[src/rtl/pyth_triple_gen.sv]
// Enumerates Pythagorean triples (a <= b < c <= MAX) in ascending (a, b) order,
// presenting each one on a valid/ready output port and counting accepted triples.
module pyth_triple_gen #(
  parameter int W   = 8,
  parameter int MAX = 20,
  parameter int CW  = 16
) (
  input  logic          clk,
  input  logic          rst,
  input  logic          start,
  output logic          busy,
  output logic          done,
  output logic          out_valid,
  input  logic          out_ready,
  output logic [W-1:0]  out_a,
  output logic [W-1:0]  out_b,
  output logic [W-1:0]  out_c,
  output logic [CW-1:0] count,
  output logic [2:0]    state_dbg
);

  typedef enum logic [2:0] {IDLE, CALC, SEARCH, EMIT, ADV, DONE} state_t;

  localparam logic [W-1:0] MAX_V = W'(MAX);
  localparam logic [W:0]   MAX_C = (W+1)'(MAX);

  state_t          state;
  logic [W-1:0]    a;
  logic [W-1:0]    b;
  logic [W:0]      c;
  logic [2*W:0]    s;
  logic [2*W:0]    a_ext;
  logic [2*W:0]    b_ext;
  logic [2*W+1:0]  c_ext;
  logic [2*W+1:0]  c_sq;

  // c carries one extra bit so b+1 cannot wrap when b == MAX == 2**W-1.
  assign a_ext     = {{(W+1){1'b0}}, a};
  assign b_ext     = {{(W+1){1'b0}}, b};
  assign c_ext     = {{(W+1){1'b0}}, c};
  assign c_sq      = c_ext * c_ext;
  assign state_dbg = state;

  // Output handshake: a triple transfers on any rising edge where out_valid and
  // out_ready are both high; out_valid never drops before that edge and
  // out_a/out_b/out_c stay frozen while it waits.
  always_ff @(posedge clk) begin
    if (rst) begin
      state     <= IDLE;
      a         <= '0;
      b         <= '0;
      c         <= '0;
      s         <= '0;
      count     <= '0;
      busy      <= 1'b0;
      done      <= 1'b0;
      out_valid <= 1'b0;
      out_a     <= '0;
      out_b     <= '0;
      out_c     <= '0;
    end else begin
      case (state)
        IDLE: begin
          if (start) begin
            a     <= W'(1);
            b     <= W'(1);
            count <= '0;
            busy  <= 1'b1;
            state <= CALC;
          end
        end
        CALC: begin
          s     <= a_ext * a_ext + b_ext * b_ext;
          c     <= {1'b0, b} + (W+1)'(1);
          state <= SEARCH;
        end
        SEARCH: begin
          if (c > MAX_C) begin
            state <= ADV;
          end else if (c_sq == {1'b0, s}) begin
            out_valid <= 1'b1;
            out_a     <= a;
            out_b     <= b;
            out_c     <= c[W-1:0];
            state     <= EMIT;
          end else if (c_sq > {1'b0, s} || c == MAX_C) begin
            state <= ADV;
          end else begin
            c <= c + (W+1)'(1);
          end
        end
        EMIT: begin
          if (out_ready) begin
            out_valid <= 1'b0;
            if (count != '1) count <= count + CW'(1);
            state <= ADV;
          end
        end
        ADV: begin
          if (b < MAX_V) begin
            b <= b + W'(1);
          end else if (a < MAX_V) begin
            a <= a + W'(1);
            b <= a + W'(1);
          end
          if (a == MAX_V && b == MAX_V) begin
            busy  <= 1'b0;
            done  <= 1'b1;
            state <= DONE;
          end else begin
            state <= CALC;
          end
        end
        DONE: begin
          done  <= 1'b0;
          state <= IDLE;
        end
        default: state <= IDLE;
      endcase
    end
  end

endmodule
[config.mk]
export PLATFORM = sky130hd
export DESIGN_NAME = pyth_triple_gen
export DESIGN_NICKNAME = d
export VERILOG_FILES = /design/src/rtl/pyth_triple_gen.sv
export SDC_FILE = /design/constraint.sdc
export NUM_CORES = 1
export LEC_CHECK = 0
export ABC_AREA = 1
export CORE_MARGIN = 4
export CORE_UTILIZATION = 40
export DETAILED_ROUTE_END_ITERATION = 16
export PLACE_DENSITY_LB_ADDON = 0.2
export SLEW_MARGIN = 20
export SYNTH_ARGS = -nofsm -noshare
export SYNTH_HDL_FRONTEND = slang
export SYNTH_SLANG_ARGS = --single-unit
[constraint.sdc]
create_clock -name clk -period 9 [get_ports clk]
set_clock_uncertainty 0.2 [all_clocks]
set_input_delay 1.8 -clock clk [delete_from_list [all_inputs] [get_ports clk]]
set_output_delay 1.8 -clock clk [all_outputs]
set_load 0.03 [all_outputs]
==> summary.md <==
| Metric | Value |
|---|---|
| Status | completed |
| Async set or reset register ratio after synthesis | 0 |
| Post-Route WL | roughly 24 mm |
| Width of the die | 167 microns |
| Global-route wire length before repair | 40.5 mm |
| EDFF count, synth | 0 |
| Critical Path Start Type | flop |
| CP arrival | 6.41 ns |
| FF+latch count, synth | 88 |
| Diodes inserted | 0 |
| Die Y | 167 microns |
| Warnings, synthesis | 0 |
| Area growth syn-to-layout | 9.70% |
| Gr ovfl total | 0 |
| Fmax | 157 MHz |
| Die area | 27900 sq um |
| Critical path endpoint category | flop |
| Initial antenna violation count | 0 |
| RSZ-0062 raised after global routing | no |
| Hold Fails Final Rpt | 0 |
| Tightest Pin Transition | between 0.7 and 0.8 ns |
| Most frequent cells after synthesis | inv_1, nand2_1, ha_1 |
| Unique cell type count in the Yosys netlist | 45 |
| CTS Buffer Depth | 2 |
| Main synth FF type | dfxtp_1 |
| Resized cells post-CTS | 0 |
| Area of the multi-input gates | 6840 sq um |
| Synthesized area per cell | ~7.5 sq um |
| H-tree Lvls | 3 |
| Core area | 24600 sq um |
| Row count | 57 |
| TritonRoute pass-1 iters | 5 |
| Most numerous cell in the Yosys netlist | inv_1 |
| Seq. cell area | around 1800 sq um |
| Power per Cell Area | approximately 180 nW/um^2 |
| Total negative slack | 0 ns |
| Post-Synthesis Net Count | 1576 |
| Slew headroom | 0.510 |
| DR DRC count | 0 |
| Clk_lat worst skew | around 0.35 ns |
| Hold-fix buffers, CTS | 0 |
| Fill cells | 2542 |
| Worst Path Class, Setup | flop to flop |
| CTS clk-pin slew, worst paths | 0.07 ns |
| Largest cells by area after synthesis | fa_1, dfxtp_1, ha_1 |
| Leading area contributor after synthesis | fa_1 |
| Clock sinks | 88 |
| Routed vias | 8189 |
| Max-slew violations | 0 |
| Worst Hold Class | flop to flop |
| CTS tree | done |
| Gpl congestion | 0.871 |
| Port Buffer Count | 49 |
| Vias per cell | 4.83 |
| Average routed wire per standard cell | 14.3 microns |
| Final #Nets | 1594 |
| Post-synthesis sequential area ratio | 0.174 |
| Clock root buffer | clkbuf_16 |
| Final Instance Area | 11100 sq um |
| Period minus WS final | 6.39 ns |
| Peak supply drop | 122 uV |
| CTS buffer count | 9 |
| Largest net degree at the start of global routing | 46 |
| Critical Path RT | 9.02 ns |
| Max cap viols | 0 |
| Layout cells sized above 1 | 0.0357 |
| Finish-stage setup viols | 0 |
| Drt initial violations | 544 |
| Initial Util | 0.411 |
| Mapped Cells | around 1300 |
| Vias in the first global route | 8000 |
| Worst-path fanout max | 37 |
| Total GRT Usage | 0.175 |
| Antenna Nets Post-Route | 0 |
| Placed Area | 10800 sq um |
| Pleak | 0.00607 uW |
| Fin crit share | 0.710 |
| Syn Std Cell Area | 10100 sq um |
| Boundary pin count | 50 |
| Post CTS Setup Buffer Count | 0 |
| Hold WS | 0.243 ns |
| Post-DP HPWL | 19.6 mm |
| Top-area cell type share of the netlist area | 0.218 |
[per-stage QoR]
step / total power [uW] / instances / utilization / setup WS (ns)
2_1_floorplan: 1400 / 1349 / - / 3.19
5_1_grt: 2220 / 1696 / 0.451 / 2.01
3_5_place_dp: 1660 / 1680 / 0.440 / 2.63
6_report: 2010 / 1696 / 0.451 / 2.61
4_1_cts: 2030 / 1696 / 0.451 / 2.58
3_3_place_gp: 1640 / 1680 / 0.440 / 2.72
[worst paths after layout]
path                  from       end  slack [ns]  cells after the start
setup / recovery      c[6]  out_b[2]        2.61                     25
hold / removal    out_c[7]  out_c[7]        0.24                      2
setup reg to reg      c[6]  out_b[2]        2.61                     25
hold reg to reg   out_c[7]  out_c[7]        0.24                      2
[registers in the layout, summed over array words and instances, names as in the netlist, 3 cells and up]
signal / flops
count: 16
out_b: 8
a: 8
out_a: 8
c: 9
out_c: 8
b: 8
state_dbg: 3
s: 17
[cells by family (layout without fill, tap and decap cells)]
kind of cell	Yosys count	in the layout	share of synthesized area
buffers and inverters	391	414	0.150
and+or+nand+nor	405	405	0.174
adders and majority gates	223	223	0.357
AOI/OAI and AO/OA	194	194	0.103
xor gates and xnor gates	48	48	0.0415
DFF	88	88	0.174
[metal layers]
layer | vias to the layer above | wire (microns) | global-route usage | part of all wire
li1 | 4157 | - | - | -
met1 | 3849 | 12000 | 0.254 | 0.49
met2 | 163 | 10700 | 0.274 | 0.44
met3 | 20 | 1180 | 0.0344 | 0.049
met4 | 0 | 361 | 0.0334 | 0.015
met5 | - | 0 | 0 | 0
[report_power, final]
| group | internal, uW | total (uW) | switching [uW] |
|---|---|---|---|
| clock | 204 | 361 | 158 |
| combinational | 388 | 1070 | 686 |
| sequential | 458 | 573 | 115 |
| total | 1050 | 2010 | 959 |
[final cells by class]
type,instances,share of cell area
Timing Repair Buffer,52,0.0462
Clock inverter,3,0.00214
Sequential cell,88,0.159
Clock buffer,13,0.0234
Inverter,346,0.117
Tap cell,324,0.0365
Multi-Input combinational cell,870,0.616
[critical path, stage by stage, from the launching register on]
cell and delay (ns):
dfxtp_1 0.66, nand2_1 0.21, fa_1 0.54, inv_1 0.05
fa_1 0.49, inv_1 0.05, fa_1 0.47, fa_1 0.54
inv_1 0.04, ha_1 0.35, a21oi_1 0.14, and2_1 0.17
inv_1 0.06, a21oi_1 0.12, nor2_1 0.05, nor2_1 0.10
xor2_1 0.15, inv_1 0.06, ha_1 0.26, nand2_1 0.07
nor2_1 0.18, nand3_1 0.09, nor3_1 0.33, nand4_4 0.46
o21ai_0 0.33, a21oi_1 0.07
[cell usage in the layout, fill, tap and decap left out, types with 3 or more instances in the layout]
master             n
fa_1             110
a211oi_1           6
o21ai_1           12
nand2_1          225
nand3_1           34
xnor2_1           18
nand2_2            9
xor2_1            30
ha_1             113
buf_4              3
a21oi_1           96
nor2_2             5
nor2_1            77
nor4_1             7
nand3b_1           4
o21ai_0           58
o21bai_1           5
inv_1            341
nor3_1            17
o211ai_1           3
clkdlybuf4s50_1   49
dfxtp_1           88
inv_2              5
nand4_1           12
nand3_2            4
clkbuf_16          9
a31oi_1            5
No activity file was read; power rests on OpenSTA's default activity.
